[src/rtl/contador_regressivo_if.sv]
// Control/status bundle for the loadable down-counter contador_regressivo.
// With CONTADOR_REGRESSIVO_EVT_EN defined the bundle also carries ev_cnt.
interface contador_regressivo_if #(
    parameter int unsigned Size = 8
);
    logic            en;
    logic            load;
    logic [Size-1:0] d;
    logic            start;
    logic            auto_rl;
    logic [Size-1:0] Q;
    logic            tc;
    logic            busy;
    logic            done;
`ifdef CONTADOR_REGRESSIVO_EVT_EN
    logic [Size-1:0] ev_cnt;
`endif

    // Controller side: drives commands, observes count and status.
    modport master (
`ifdef CONTADOR_REGRESSIVO_EVT_EN
        input  ev_cnt,
`endif
        output en, load, d, start, auto_rl,
        input  Q, tc, busy, done
    );

    // Counter side.
    modport slave (
`ifdef CONTADOR_REGRESSIVO_EVT_EN
        output ev_cnt,
`endif
        input  en, load, d, start, auto_rl,
        output Q, tc, busy, done
    );
endinterface

[src/rtl/contador_regressivo.sv]
// Loadable down-counter/timer with one-shot or auto-reload operation and a
// registered one-cycle terminal-count pulse. Optional tc event counter is
// enabled by defining CONTADOR_REGRESSIVO_EVT_EN.
module contador_regressivo #(
    parameter int unsigned Size = 8
) (
    input  logic                 clk,
    input  logic                 clr_n,
    contador_regressivo_if.slave bus
);
    typedef enum logic [1:0] {
        IDLE = 2'd0,
        RUN  = 2'd1,
        DONE = 2'd2
    } state_t;

    state_t          state, state_n;
    logic [Size-1:0] q, q_n;
    logic [Size-1:0] reload, reload_n;
    logic            tc_r, tc_n;
`ifdef CONTADOR_REGRESSIVO_EVT_EN
    logic [Size-1:0] ev, ev_n;
`endif

    // State, count, reload value and pulse registers.
    always_ff @(posedge clk or negedge clr_n) begin
        if (!clr_n) begin
            state  <= IDLE;
            q      <= '0;
            reload <= '0;
            tc_r   <= 1'b0;
`ifdef CONTADOR_REGRESSIVO_EVT_EN
            ev     <= '0;
`endif
        end else begin
            state  <= state_n;
            q      <= q_n;
            reload <= reload_n;
            tc_r   <= tc_n;
`ifdef CONTADOR_REGRESSIVO_EVT_EN
            ev     <= ev_n;
`endif
        end
    end

    // Next state: load beats start, start beats counting.
    always_comb begin
        state_n  = state;
        q_n      = q;
        reload_n = reload;
        tc_n     = 1'b0;
`ifdef CONTADOR_REGRESSIVO_EVT_EN
        ev_n     = ev;
`endif
        if (bus.load) begin
            q_n      = bus.d;
            reload_n = bus.d;
            state_n  = (bus.d != '0) ? RUN : IDLE;
`ifdef CONTADOR_REGRESSIVO_EVT_EN
            ev_n     = '0;
`endif
        end else if (bus.start && (state != RUN)) begin
            q_n     = reload;
            state_n = (reload != '0) ? RUN : IDLE;
        end else if ((state == RUN) && bus.en) begin
            if (q > Size'(1)) begin
                q_n = q - Size'(1);
            end else if (q == Size'(1)) begin
                tc_n = 1'b1;
`ifdef CONTADOR_REGRESSIVO_EVT_EN
                if (ev != '1) ev_n = ev + Size'(1);
`endif
                if (bus.auto_rl) begin
                    q_n = reload;
                end else begin
                    q_n     = '0;
                    state_n = DONE;
                end
            end else begin
                // A zero count in RUN is unreachable; park safely.
                state_n = IDLE;
            end
        end
    end

    assign bus.Q    = q;
    assign bus.tc   = tc_r;
    assign bus.busy = (state == RUN);
    assign bus.done = (state == DONE);
`ifdef CONTADOR_REGRESSIVO_EVT_EN
    assign bus.ev_cnt = ev;
`endif
endmodule

[src/flat_wrapper.sv]
// flat-port wrapper written by rule: the top's interface ports become plain ports
module contador_regressivo_flat 
#(
    parameter int unsigned Size = 8
)
  (clk, clr_n, bus_en, bus_load, bus_d, bus_start, bus_auto_rl, bus_Q, bus_tc, bus_busy, bus_done);
  contador_regressivo_if #(.Size(Size)) bus_i ();
  input  logic clk;
  input  logic clr_n;
  input wire logic [$bits(bus_i.en)-1:0] bus_en;
  input wire logic [$bits(bus_i.load)-1:0] bus_load;
  input wire logic [$bits(bus_i.d)-1:0] bus_d;
  input wire logic [$bits(bus_i.start)-1:0] bus_start;
  input wire logic [$bits(bus_i.auto_rl)-1:0] bus_auto_rl;
  output wire logic [$bits(bus_i.Q)-1:0] bus_Q;
  output wire logic [$bits(bus_i.tc)-1:0] bus_tc;
  output wire logic [$bits(bus_i.busy)-1:0] bus_busy;
  output wire logic [$bits(bus_i.done)-1:0] bus_done;
  assign bus_i.en = bus_en;
  assign bus_i.load = bus_load;
  assign bus_i.d = bus_d;
  assign bus_i.start = bus_start;
  assign bus_i.auto_rl = bus_auto_rl;
  assign bus_Q = bus_i.Q;
  assign bus_tc = bus_i.tc;
  assign bus_busy = bus_i.busy;
  assign bus_done = bus_i.done;
  contador_regressivo #(.Size(Size)) u_core (.clk(clk), .clr_n(clr_n), .bus(bus_i));
endmodule
[config.mk]
export PLATFORM = sky130hd
export DESIGN_NAME = contador_regressivo_flat
export DESIGN_NICKNAME = d
export VERILOG_FILES = /design/src/rtl/contador_regressivo_if.sv /design/src/rtl/contador_regressivo.sv /design/src/flat_wrapper.sv
export SDC_FILE = /design/constraint.sdc
export NUM_CORES = 1
export LEC_CHECK = 0
export ABC_AREA = 1
export CAP_MARGIN = 20
export CORE_UTILIZATION = 51
export DETAILED_ROUTE_END_ITERATION = 12
export GPL_TIMING_DRIVEN = 1
export PLACE_DENSITY = 0.85
export RECOVER_POWER = 100
export SYNTH_ARGS = -nofsm -noshare
export SYNTH_HDL_FRONTEND = slang
export SYNTH_SLANG_ARGS = --single-unit
[constraint.sdc]
create_clock -name clk -period 2.05 [get_ports clk]
set_input_delay 0.3075 -clock clk [delete_from_list [all_inputs] [get_ports clk]]
set_output_delay 0.3075 -clock clk [all_outputs]
set_load 0.1 [all_outputs]
== Yosys cells after proc, flatten, opt, wreduce, memory -nomap -nowiden ==
Cells that the tools add are included.

* Add/sub/neg operators: 1
* Multiply operators: 0
* Div/mod/pow operators: 0
* Order comparisons: 1
* Eq/ne operators: 6
* Shift operators: 0
* Multiplexer cells: 19
* Bitwise logic cells: 0
* Reductions and logical operators: 8

{| class="wikitable"
|+ Operators by type and width
! kind !! count
|-
| 2-to-1 mux 8 bit || 6
|-
| nonzero test 8 bit || 2
|-
| 2-to-1 mux 2 bit || 6
|-
| equality test 8 x 1 -> 1 bit, second input constant || 1
|-
| > comparator 8 x 1 -> 1 bit, second input constant || 1
|-
| subtractor 8 x 1 -> 8 bit, second input constant || 1
|-
| 2-to-1 mux 1 bit || 7
|-
| != test 4 x 3 -> 1 bit, second input constant || 1
|-
| nonzero test 4 bit || 1
|-
| != test 3 x 2 -> 1 bit, second input constant || 1
|-
| AND reduction 3 bit || 1
|-
| nonzero test 3 bit || 1
|-
| equality test 2 x 1 -> 1 bit, second input constant || 1
|-
| equality test 2 bit, second input constant || 1
|-
| logical AND 1 bit || 2
|-
| != test 2 x 1 -> 1 bit, second input constant || 1
|-
| AND reduction 2 bit || 1
|}

* Register bits: 19
* Bits in latches: 0
* Bits in writable memories: 0
* ROM bits: 0
* Output and inout port bits: 11
* Memories kept: 0

== Depth between registers and ports, before layout ==
Gate-level depths: netlist of run 1.

* Depth after elaboration: 6
* Mapped depth: 9

== Worst setup path after synthesis of run 1 ==
OpenSTA, ideal clock, no wires.

* Kind: register -> register
* From: register u_core.state[1]
* To: register u_core.q[3], in the netlist u_core.bus.Q[3]
* Library setup time: 73 ps
* Arrival: 2,489 ps
* Required time: 1,977 ps
* Path slack: -512 ps
* Cell stages (with the launch flop): 8
* Clock period less this slack: 2,562 ps
* Path through: dfrtp_1 > nor2_1 > nand2_1 > nand2_2 > nand2_4 > inv_2 > nor2_1 > nor2_1

* Cells in the longest elaborated chain, start to end: 4

{| class="wikitable"
|+ Ends and longest elaborated chain
! element !! RTL line !! text
|-
| start: declaration || contador_regressivo.sv:17 || <nowiki>state_t state, state_n;</nowiki>
|-
| start signal: assignment || contador_regressivo.sv:36 || <nowiki>state <= state_n;</nowiki>
|-
| equality test 2 x 1 -> 1 bit || n/a ||
|-
| named net bus_busy || flat_wrapper.sv:17 || <nowiki>output wire logic [$bits(bus_i.busy)-1:0] bus_busy;</nowiki>
|-
| logical AND 1 bit || contador_regressivo.sv:65 || <nowiki>end else if ((state == RUN) && bus.en) begin</nowiki>
|-
| nonzero test 3 bit (no line) || n/a ||
|-
| AND reduction 2 bit (no line) || n/a ||
|-
| end signal: assignment || contador_regressivo.sv:37 || <nowiki>q <= q_n;</nowiki>
|-
| end: declaration || contador_regressivo.sv:18 || <nowiki>logic [Size-1:0] q, q_n;</nowiki>
|}

The timed path passes the listed nets, and every way through them passes these cells.
A chain may end at the register's enable or synchronous reset.

== Worst setup path in the final report of run 1 ==
* From: register u_core.q[0], in the netlist u_core.bus.Q[0]
* To: register u_core.q[1], in the netlist u_core.bus.Q[1]

* Cells in the longest elaborated chain, start to end: 5

{| class="wikitable"
|+ Ends and longest elaborated chain
! element !! RTL line !! text
|-
| subtractor 8 x 1 -> 8 bit / > comparator 8 x 1 -> 1 bit (equally long branches) || contador_regressivo.sv:67, contador_regressivo.sv:66 ||
|-
| 2-to-1 mux 8 bit || contador_regressivo.sv:66 || <nowiki>if (q > Size'(1)) begin</nowiki>
|-
| 2-to-1 mux 8 bit || contador_regressivo.sv:65 ||
|-
| 2-to-1 mux 8 bit || contador_regressivo.sv:62 || <nowiki>end else if (bus.start && (state != RUN)) begin</nowiki>
|-
| 2-to-1 mux 8 bit || contador_regressivo.sv:55 || <nowiki>if (bus.load) begin</nowiki>
|}

Parallel ways exist; a longest one is shown, timed or not. The select of a mux whose other input is x is not followed.

==> results of run 1 <==
## logic make-up after synthesis
family          share of synthesized area, %
compound gates                          7.73
simple gates                            42.3
fa+ha+maj                               2.01
xor+xnor                                2.11
buf+inv                                 7.73
flops                                   38.2
## synth_stat cells
library cell	instances
nand4_1	5
o21bai_1	1
nor4_1	3
o21ai_1	1
nor2_1	30
ha_1	2
clkbuf_8	1
dfrtp_1	19
xor2_1	2
nand2_1	45
nor2_4	3
o21ai_2	2
nand3_4	1
xnor2_1	1
nor2_2	1
nand3_1	19
nand3b_1	1
clkbuf_1	2
o21ai_4	1
nand2_2	3
o21ai_0	9
a21oi_1	1
nor3_1	1
inv_2	3
inv_1	17
nand2_4	1
## cell type report
cell class | count | area share (%)
Tap cell | 28 | 2.37
Clock buffer | 4 | 1.78
Multi-Input combinational cell | 133 | 45.5
Sequential cell | 19 | 32.3
Inverter | 20 | 5.07
Timing Repair Buffer | 26 | 13.0
## where the power goes
group          internal [W]  switching, W
Sequential         0.000436     0.0000783
Combinational      0.000179      0.000614
Clock             0.0000759      0.000122
## sequential cells by signal, indices dropped and copies added, names as in the netlist
register	cells
u_core.reload	8
u_core.bus.Q	8
u_core.state	2
u_core.bus.tc	1
## worst min-delay path by stage
stage                                   end  slack (ns)  cells past startpoint
2_1_floorplan   u_core.bus.Q[0]$_DFFE_PN0P_        0.01                      0
3_3_place_gp    u_core.state[0]$_DFFE_PN0P_        0.52                      2
3_5_place_dp   u_core.reload[4]$_DFFE_PN0P_        0.53                      2
4_1_cts         u_core.bus.Q[5]$_DFFE_PN0P_        0.34                      2
5_1_grt        u_core.reload[7]$_DFFE_PN0P_        0.58                      2
6_report       u_core.reload[0]$_DFFE_PN0P_        0.57                      2
## worst reg2reg max path: stages, from the launching register on
cell	delay (ns)
dfrtp_2	0.42
inv_1	0.09
ha_1	0.26
o21ai_1	0.33
nor2_4	0.08
nand3_4	0.13
nand2_4	0.09
inv_2	0.14
nor2_1	0.06
nor2_1	0.11
## per-stage QoR
| stage | hold WS [ns] | utilization [%] | cells | setup WS (ns) | instance area, µm² |
|---|---|---|---|---|---|
| after floorplan | 0.0119 | - | 175 | 0.0162 | 1250 |
| after global placement | 0.522 | 66.2 | 226 | 0.380 | 1490 |
| after detailed placement | 0.533 | 66.2 | 226 | 0.343 | 1490 |
| after CTS | 0.337 | 67.4 | 230 | 0.350 | 1520 |
| after global routing | 0.583 | 65.6 | 230 | 0.148 | 1480 |
| final | 0.567 | 65.6 | 230 | 0.290 | 1480 |
## routing by layer
| layer | share of wire [%] | global-route usage (%) | vias up |
|---|---|---|---|
| met5 | 0 | 0 | - |
| met4 | 2.6 | 15.8 | 0 |
| met3 | 4.4 | 3.57 | 10 |
| met2 | 49 | 44.8 | 39 |
| met1 | 44 | 30.4 | 553 |
| li1 | - | - | 620 |
==> summary.txt, run 1 <==
Run status
  • Outcome: finished, final reports clean

Clock network
  • Clock latency on the worst-skew pair: 0.30 ns
  • Hold buffers post-CTS: 0
  • Max Buffers Root-to-Sink: 2
  • CTS tree: done
  • H-tree lvl count: 1
  • Total CTS buffers: 3
  • Setup repair bufs after CTS: 0
  • Clock Sinks: 19
  • Worst-path clk slew: 0.11 ns
  • Root Driver: clkbuf_4
  • # resized after CTS: 0

Timing
  • TNS Setup: 0 ns
  • Period Utilization, post-route: 85.9%
  • RSZ-0062 raised after global routing: no
  • Clk_skew: 0.00157 ns
  • Tmin final: 1.76 ns
  • Final hold violations: 0
  • Slew Limit Fails: 0
  • Worst slew margin: 30.7%
  • Endpoints failing setup: 0
  • Slew @ Worst Pin: 1.04 ns
  • F_max: 0.568 GHz

Critical path
  • Worst EP required: 2.29 ns
  • Worst Path Buf+Inv: 2
  • Crit. Startpoint: u_core.bus.Q[0]$_DFFE_PN0P_
  • CP delay by family, top: simple AND/OR/NAND/NOR gates
  • Critical path class: reg2reg
  • Slowest-stage cell, CP: dfrtp_2
  • Startpoint of the worst register-to-register path: u_core.bus.Q[0]$_DFFE_PN0P_
  • Reg2Reg Setup Slack: 0.29 ns
  • WP depth: 9
  • Critical Path Max Stage Delay: 0.42 ns
  • Worst reg2reg path depth: 9
  • Crit-path max FO: 8
  • Critical-path cell list: inv_1 > ha_1 > o21ai_1 > nor2_4 > nand3_4 > nand2_4 > inv_2 > nor2_1 > nor2_1
  • CP Capture Type: register
  • Critical path arrival: 2.00 ns
  • Critical path destination: u_core.bus.Q[1]$_DFFE_PN0P_
  • Reg-to-reg critical path endpoint: u_core.bus.Q[1]$_DFFE_PN0P_
  • Top cell by count, worst path: nor2_1
  • Startpoint Class: register

Global route
  • First-pass GRT wire length: 4990 µm
  • Largest net degree at the start of global routing: 27
  • Gr usage total: 26.1%
  • Grt ovf: 0
  • Initial antenna violation count: 0
  • Vias in the first global route: 1176

Final layout
  • Fin nets: 219
  • Layout fillers: 198
  • Most common cell after layout, fill and taps aside: nand2_1
  • Fraction of layout cells with a size suffix above 1: 15.3%
  • Diodes inserted: 0
  • Register Area: 478 µm²
  • Area delta synth->final: 18.8%
  • Area of the multi-input gates: 673 µm²
  • Commonest non-fill, non-tap cells in the layout: 45 x nand2_1, 29 x nor2_1, 19 x nand3_1, 17 x inv_1, 17 x dfrtp_1

Flow run
  • # Max-Cap Violations: 0

Synth
  • Dominant cell type by area after synthesis: dfrtp_1
  • Avg Cell Area, Syn: 7.12 µm²
  • FF+latch count, synth: 19
  • Synth top area cells: dfrtp_1 38%, nand2_1 14%, nor2_1 9.0%
  • Total nets after synthesis: 191
  • Synth unique cells: 26
  • Synthesized instance count: 175
  • Sequential area share after synthesis: 38.2%
  • Synthesized area: 1250 µm²
  • Top-area cell type share of the netlist area: 38.2%
  • Synth Warn #: 0

Die
  • Full die area: 2650 µm²
  • Ports: 25
  • Die W: 51.4 µm
  • Cell Rows: 17
  • Core Box Area: 2250 µm²
  • Initial core utilization: 55.3%
  • Die height: 51.4 µm

Placement
  • DP Wirelength: 2290 µm
  • GPL Wtd Cong: 0.888
  • IO buf count: 24

Routing
  • Remaining routing DRC violations: 0
  • Drt wl/cell: 13.0 µm
  • Number of DRC markers in iteration 0: 47
  • Vias: 1222
  • Antenna Violating Nets Remaining: 0
  • Drt pass-1 iters: 4
  • Via density: 5.31
  • Total wire length: 3000 µm

Power and ir drop
  • Pwr Total: 0.00150 W
  • Worst VDD drop: 0.684 mV
  • PwrDens: 1020 nW/µm²
  • Leakage: 0.729 nW

Worst hold path
  • Min-Delay Startpoint: u_core.reload[0]$_DFFE_PN0P_
  • Hold WC Path Type: reg2reg
Power figures use the tool's default switching activity.
==> run 2, diff against run 1 <==
CORE_ASPECT_RATIO = 0.8   (was not set)
SKIP_LAST_GASP = 1   (was not set)
==> run 2 against run 1 <==
Against the previous run: the flow now finishes with violations (design-rule violations); fmax decreased by 2.2%; largest cell class unchanged; clock power about the same; non-clock buffer count unchanged; clock skew increased by 0.00072 ns; count of clock-buffer cells in the layout decreased by 1; highest routed layer unchanged.
==> summary.txt, run 2 (synthesis results as in run 1) <==
Global route
  • Largest net degree at the start of global routing: 27 (unchanged)
  • Met3 usage: 6.46% (+2.9 points)
  • Vias in the first global route: 1092 (-7.1%)
  • Met1 Track Usage GR: 28.9% (-1.4 points)
  • Most Crowded Layer GR: met2
  • Grt ovf: 0 (unchanged)
  • Initial antenna violation count: 0 (unchanged)
  • Gr usage total: 23.7% (-2.4 points)
  • GRT met2 Usage: 41.4% (-3.4 points)
  • First-pass GRT wire length: 4610 µm (-7.6%)

Clock network
  • Clock Sinks: 19 (unchanged)
  • Clock latency on the worst-skew pair: 0.31 ns (about the same)
  • Max Buffers Root-to-Sink: 2 (unchanged)
  • CTS tree: done
  • # resized after CTS: 0 (unchanged)
  • Root Driver: clkbuf_4
  • Total CTS buffers: 3 (unchanged)
  • Worst-path clk slew: 0.11 ns (about the same)
  • Setup repair bufs after CTS: 0 (unchanged)
  • H-tree lvl count: 1 (unchanged)
  • Hold buffers post-CTS: 0 (unchanged)

Routing
  • Vias: 1232 (+0.82%)
  • Total wire length: 2900 µm (-3.0%)
  • Drt pass-1 iters: 8 (+4)
  • Remaining routing DRC violations: 2 (+2)
  • Via density: 5.43 (+2.2%)
  • Number of DRC markers in iteration 0: 71 (+51%)
  • Drt wl/cell: 12.8 µm (-1.8%)
  • Antenna Violating Nets Remaining: 0 (unchanged)

Final layout
  • Post-layout util: 66.2% (+0.51 points)
  • Diodes inserted: 0 (unchanged)
  • Fraction of layout cells with a size suffix above 1: 15.8% (+0.50 points)
  • Most common cell after layout, fill and taps aside: nand2_1
  • Commonest non-fill, non-tap cells in the layout: 45 x nand2_1, 29 x nor2_1, 19 x nand3_1, 17 x inv_1, 17 x dfrtp_1
  • Area delta synth->final: 18.6%
  • Fin nets: 219 (unchanged)

Die
  • Full die area: 2650 µm² (about the same)
  • Ports: 25 (unchanged)
  • Die W: 57.3 µm (+11%)
  • Cell Rows: 15 (-2)
  • Initial core utilization: 55.8% (+0.53 points)
  • Core Box Area: 2230 µm² (-0.94%)
  • Die height: 46.2 µm (-10%)

Critical path
  • CP delay by family, top: simple AND/OR/NAND/NOR gates
  • Critical path class: reg2reg
  • Crit-path max FO: 9 (+1)
  • Critical-path cell list: inv_1 > ha_1 > o21ai_1 > nor2_4 > nor2_4 > nand2_1 > nand3_1 > nor2_1 > nor2_1
  • Slowest-stage cell, CP: dfrtp_2
  • Critical Path Max Stage Delay: 0.42 ns (about the same)
  • Critical path arrival: 2.04 ns (+0.04 ns)
  • CP Capture Type: register
  • Startpoint Class: register
  • Worst Path Buf+Inv: 1 (-1)
  • Worst EP required: 2.30 ns (about the same)

Timing
  • Period Utilization, post-route: 87.8% (+1.9 points)
  • Endpoints failing setup: 0 (unchanged)
  • Tmin final: 1.80 ns (+0.0387 ns)
  • Slew @ Worst Pin: 1.01 ns (-0.0339 ns)
  • Worst slew margin: 33.0% (+2.3 points)
  • RSZ-0062 raised after global routing: no
  • Clk_skew: 0.00229 ns (+0.000721 ns)
  • TNS Setup: 0 ns (unchanged)
  • F_max: 0.556 GHz (-2.2%)
  • Slew Limit Fails: 0 (unchanged)
  • Final worst slack: 0.251 ns (-0.0387 ns)
  • Final hold violations: 0 (unchanged)

Placement
  • GPL Wtd Cong: 0.970 (+9.2%)
  • IO buf count: 24 (unchanged)
  • Setup WS pre-CTS: 0.352 ns (+0.00938 ns)
  • DP Wirelength: 2300 µm (+0.34%)

Flow run
  • # Max-Cap Violations: 0 (unchanged)

Power and ir drop
  • Worst VDD drop: 0.596 mV (-13%)
  • Leakage: 0.732 nW (+0.37%)
  • PwrDens: 1020 nW/µm² (+0.41%)

Run status
  • Outcome: finished with violations
  • Violated checks: design-rule violations

Worst hold path
  • Hold WC Path Type: reg2reg
## run 2: cell count changes in the layout (fill, tap and decap cells not counted)
cell and change:
clkbuf_1 -1, clkinv_2 +1
## run 2: cell type report
| cell class | instances | area (µm²) |
|---|---|---|
| clock inverter | 1 | 5.00 |
| inverter | 20 | 75.1 |
| clock buffer | 3 | 22.5 |
| timing repair buffer | 26 | 193 |
| multi-input combinational | 133 | 673 |
| sequential | 19 | 478 |
| tap | 25 | 31.3 |
| fill | 182 | 756 |
## run 2: metal layers
layer | share of wire (%) | vias to the layer above
met5 | 0 | -
met4 | 0.93 | 0
met3 | 9.7 | 4
met2 | 47 | 47
met1 | 42 | 565
li1 | - | 616
## run 2: path summary, 6_finish.rpt
path	cells past startpoint	to	from	slack (ns)
max	9	u_core.bus.Q[0]$_DFFE_PN0P_	u_core.bus.Q[0]$_DFFE_PN0P_	0.25
min	2	u_core.state[0]$_DFFE_PN0P_	u_core.state[0]$_DFFE_PN0P_	0.54
max reg2reg	9	u_core.bus.Q[0]$_DFFE_PN0P_	u_core.bus.Q[0]$_DFFE_PN0P_	0.25
min reg2reg	2	u_core.state[0]$_DFFE_PN0P_	u_core.state[0]$_DFFE_PN0P_	0.54
max in group asynchronous	2	u_core.bus.Q[0]$_DFFE_PN0P_	clr_n	0.72
min in group asynchronous	2	u_core.reload[7]$_DFFE_PN0P_	clr_n	0.67
## run 2: worst min-delay path, stage by stage, from the launching register on
cell and delay, ns:
dfrtp_1 0.40, nand2_1 0.06, nand2_1 0.06
## run 2: stage by stage
stage	cell area, µm²	hold slack, ns	power [W]	instances
floorplan	1250	0.0119	0.00115	175
global placement	1490	0.514	0.00134	223
detailed placement	1490	0.512	0.00135	223
CTS	1520	0.313	0.00154	227
global route	1480	0.569	0.00159	227
finish	1480	0.539	0.00151	227
## run 2: report_power, final
group | switching (W) | total (W) | internal (W)
registers | 0.0000805 | 0.000516 | 0.000436
logic | 0.000617 | 0.000794 | 0.000178
clock network | 0.000125 | 0.000198 | 0.0000731
==> run 3, diff against run 2 <==
CORE_UTILIZATION = 54   (was 51)
CTS_CLUSTER_DIAMETER = 60   (was not set)
PLACE_DENSITY = 0.89   (was 0.85)
clock period = 2.25 ns   (was 2.05 ns; I/O delays follow)
==> run 3 against run 2 <==
Against the previous run: core utilization rose by 2.4 points; non-clock buffer count did not move; the flow now finishes without violations; clock skew rose by 0.0050 ns; via count rose by 1.4%; critical path depth fell by 2; sequential share of layout area fell by 0.22 points; wire length fell by 0.21%; register-to-register slack improved by 0.24 ns; largest cell class unchanged; clock power fell by 9%; setup slack improved by 0.16 ns.
==> summary.txt, run 3 (synthesis results as in run 1) <==
Critical path
  • Startpoint of the worst register-to-register path: u_core.bus.Q[0]$_DFFE_PN0P_
  • Slowest-stage cell, CP: clkbuf_1
  • Startpoint Class: input pin
  • Worst Path Buf+Inv: 2 (+1)
  • Critical path class: in2reg
  • Critical Path Max Stage Delay: 0.70 ns (+0.28 ns)
  • Critical path arrival: 2.04 ns (about the same)
  • Reg2Reg Setup Slack: 0.49 ns (+0.24 ns)
  • Worst reg2reg path depth: 8 (-1)
  • CP Capture Type: register
  • Critical-path cell list: dlygate4sd3_1 > clkbuf_1 > nor2_1 > nand3_1 > nand2_1 > nor2_1 > nor2_1
  • Reg-to-reg critical path endpoint: u_core.bus.Q[3]$_DFFE_PN0P_
  • Crit. Startpoint: bus_load
  • Crit-path max FO: 26 (+17)
  • Worst EP required: 2.46 ns (+0.16 ns)
  • CP delay by family, top: buffers and inverters
  • Top cell by count, worst path: nor2_1

Clock network
  • Setup repair bufs after CTS: 0 (unchanged)
  • # resized after CTS: 0 (unchanged)
  • Root Driver: clkbuf_4
  • CTS tree: done
  • Worst-path clk slew: 0.12 ns (about the same)
  • Clock latency on the worst-skew pair: 0.30 ns (about the same)
  • Clock Sinks: 19 (unchanged)
  • H-tree lvl count: 1 (unchanged)
  • Total CTS buffers: 3 (unchanged)
  • Max Buffers Root-to-Sink: 2 (unchanged)
  • Hold buffers post-CTS: 0 (unchanged)

Routing
  • Drt wl/cell: 12.8 µm (-0.21%)
  • Remaining routing DRC violations: 0 (-2)
  • Via density: 5.50 (+1.4%)
  • Antenna Violating Nets Remaining: 0 (unchanged)
  • Vias: 1249 (+1.4%)
  • Total wire length: 2900 µm (-0.21%)
  • Number of DRC markers in iteration 0: 52 (-27%)
  • Drt pass-1 iters: 5 (-3)

Global route
  • Most Crowded Layer GR: met2
  • GRT met2 Usage: 41.7% (+0.27 points)
  • Gr usage total: 25.6% (+1.9 points)
  • Vias in the first global route: 1102 (+0.92%)
  • Met3 usage: 6.30% (-0.16 points)
  • Largest net degree at the start of global routing: 27 (unchanged)
  • First-pass GRT wire length: 4920 µm (+6.7%)
  • Initial antenna violation count: 0 (unchanged)
  • Grt ovf: 0 (unchanged)
  • Met1 Track Usage GR: 34.8% (+5.9 points)

Worst hold path
  • WHS Path Cells: 2 (unchanged)
  • Hold WC Path Type: reg2reg
  • Min-Delay Startpoint: u_core.state[0]$_DFFE_PN0P_
  • Hold EP: u_core.state[0]$_DFFE_PN0P_

Final layout
  • Post-layout util: 68.6% (+2.4 points)
  • Fin nets: 219 (unchanged)
  • Diodes inserted: 0 (unchanged)
  • Register Area: 475 µm² (-0.52%)
  • Fraction of layout cells with a size suffix above 1: 14.9% (-0.99 points)
  • Layout fillers: 184 (+1.1%)
  • Area delta synth->final: 18.8%
  • Most common cell after layout, fill and taps aside: nand2_1
  • Area of the multi-input gates: 677 µm² (+0.56%)
  • Commonest non-fill, non-tap cells in the layout: 45 x nand2_1, 29 x nor2_1, 19 x nand3_1, 19 x dfrtp_1, 17 x inv_1

Timing
  • F_max: 0.545 GHz
  • Slew @ Worst Pin: 1.17 ns (+0.161 ns)
  • Period Utilization, post-route: 81.6%
  • Endpoints failing setup: 0 (unchanged)
  • TNS Setup: 0 ns (unchanged)
  • Worst slew margin: 22.5% (-10 points)
  • Final hold violations: 0 (unchanged)
  • Clk_skew: 0.00734 ns (+0.00505 ns)
  • Slew Limit Fails: 0 (unchanged)
  • Tmin final: 1.84 ns
  • Final worst slack: 0.414 ns (+0.163 ns)
  • RSZ-0062 raised after global routing: no

Placement
  • Setup WS pre-CTS: 0.510 ns (+0.158 ns)
  • GPL Wtd Cong: 0.909 (-6.3%)
  • DP Wirelength: 2300 µm (+0.20%)
  • IO buf count: 24 (unchanged)

Die
  • Core Box Area: 2160 µm² (-3.4%)
  • Die W: 55.7 µm (-2.7%)
  • Die height: 45.0 µm (-2.7%)
  • Initial core utilization: 57.7% (+1.9 points)
  • Full die area: 2510 µm² (-5.3%)
  • Ports: 25 (unchanged)
  • Cell Rows: 15 (unchanged)

Power and ir drop
  • Leakage: 0.727 nW (-0.60%)
  • PwrDens: 934 nW/µm² (-8.5%)
  • Pwr Total: 0.00138 W (-8.3%)
  • Worst VDD drop: 0.632 mV (+6.2%)

Flow run
  • # Max-Cap Violations: 0 (unchanged)

Run status
  • Outcome: finished, final reports clean
[run 3: changes by cell type in the layout (fill, tap and decap cells not counted)]
cell	before	now
clkbuf_2	11	10
o21ai_2	1	2
o21ai_1	2	1
dfrtp_2	2	0
dfrtp_1	17	19
dlygate4sd3_1	1	2
clkinv_2	1	0
clkinvlp_4	0	1
clkbuf_1	2	3
clkdlybuf4s50_1	12	11
[run 3: per-stage QoR]
step           area, µm²  cells  hold WS (ns)
3_5_place_dp        1490    223         0.512
4_1_cts             1520    227         0.352
6_report            1480    227         0.538
3_3_place_gp        1490    223         0.517
5_1_grt             1480    227         0.587
2_1_floorplan       1250    175        0.0419
[run 3: how the worst max path moves through the flow]
stage                                  endpoint  depth (start not counted)
finish              u_core.bus.Q[4]$_DFFE_PN0P_                          7
CTS                 u_core.bus.Q[3]$_DFFE_PN0P_                          9
global placement    u_core.bus.Q[3]$_DFFE_PN0P_                          9
detailed placement  u_core.bus.Q[0]$_DFFE_PN0P_                          9
floorplan           u_core.bus.Q[3]$_DFFE_PN0P_                          9
global route        u_core.bus.Q[3]$_DFFE_PN0P_                          7
[run 3: layout make-up]
| type | instances | share of cell area (%) |
|---|---|---|
| Clock buffer | 3 | 1.52 |
| Inverter | 20 | 5.07 |
| Timing Repair Buffer | 26 | 12.9 |
| Tap cell | 25 | 2.11 |
| Multi-Input combinational cell | 133 | 45.7 |
| Sequential cell | 19 | 32.1 |
| Clock inverter | 1 | 0.507 |
[run 3: power breakdown]
part / switching (W) / internal, W
registers: 0.0000715 / 0.000395
clock network: 0.000114 / 0.0000676
logic: 0.000572 / 0.000163
total: 0.000757 / 0.000626
[run 3: tightest hold or removal path, cell delays in order, from the launching register on]
cell,delay [ns]
dfrtp_1,0.40
nand2_1,0.06
nand2_1,0.05
[run 3: layer usage]
| layer | up-vias | share of wire, % |
|---|---|---|
| met5 | - | 0 |
| met4 | 0 | 0.93 |
| met3 | 6 | 8.2 |
| met2 | 59 | 47 |
| met1 | 564 | 44 |
| li1 | 620 | - |
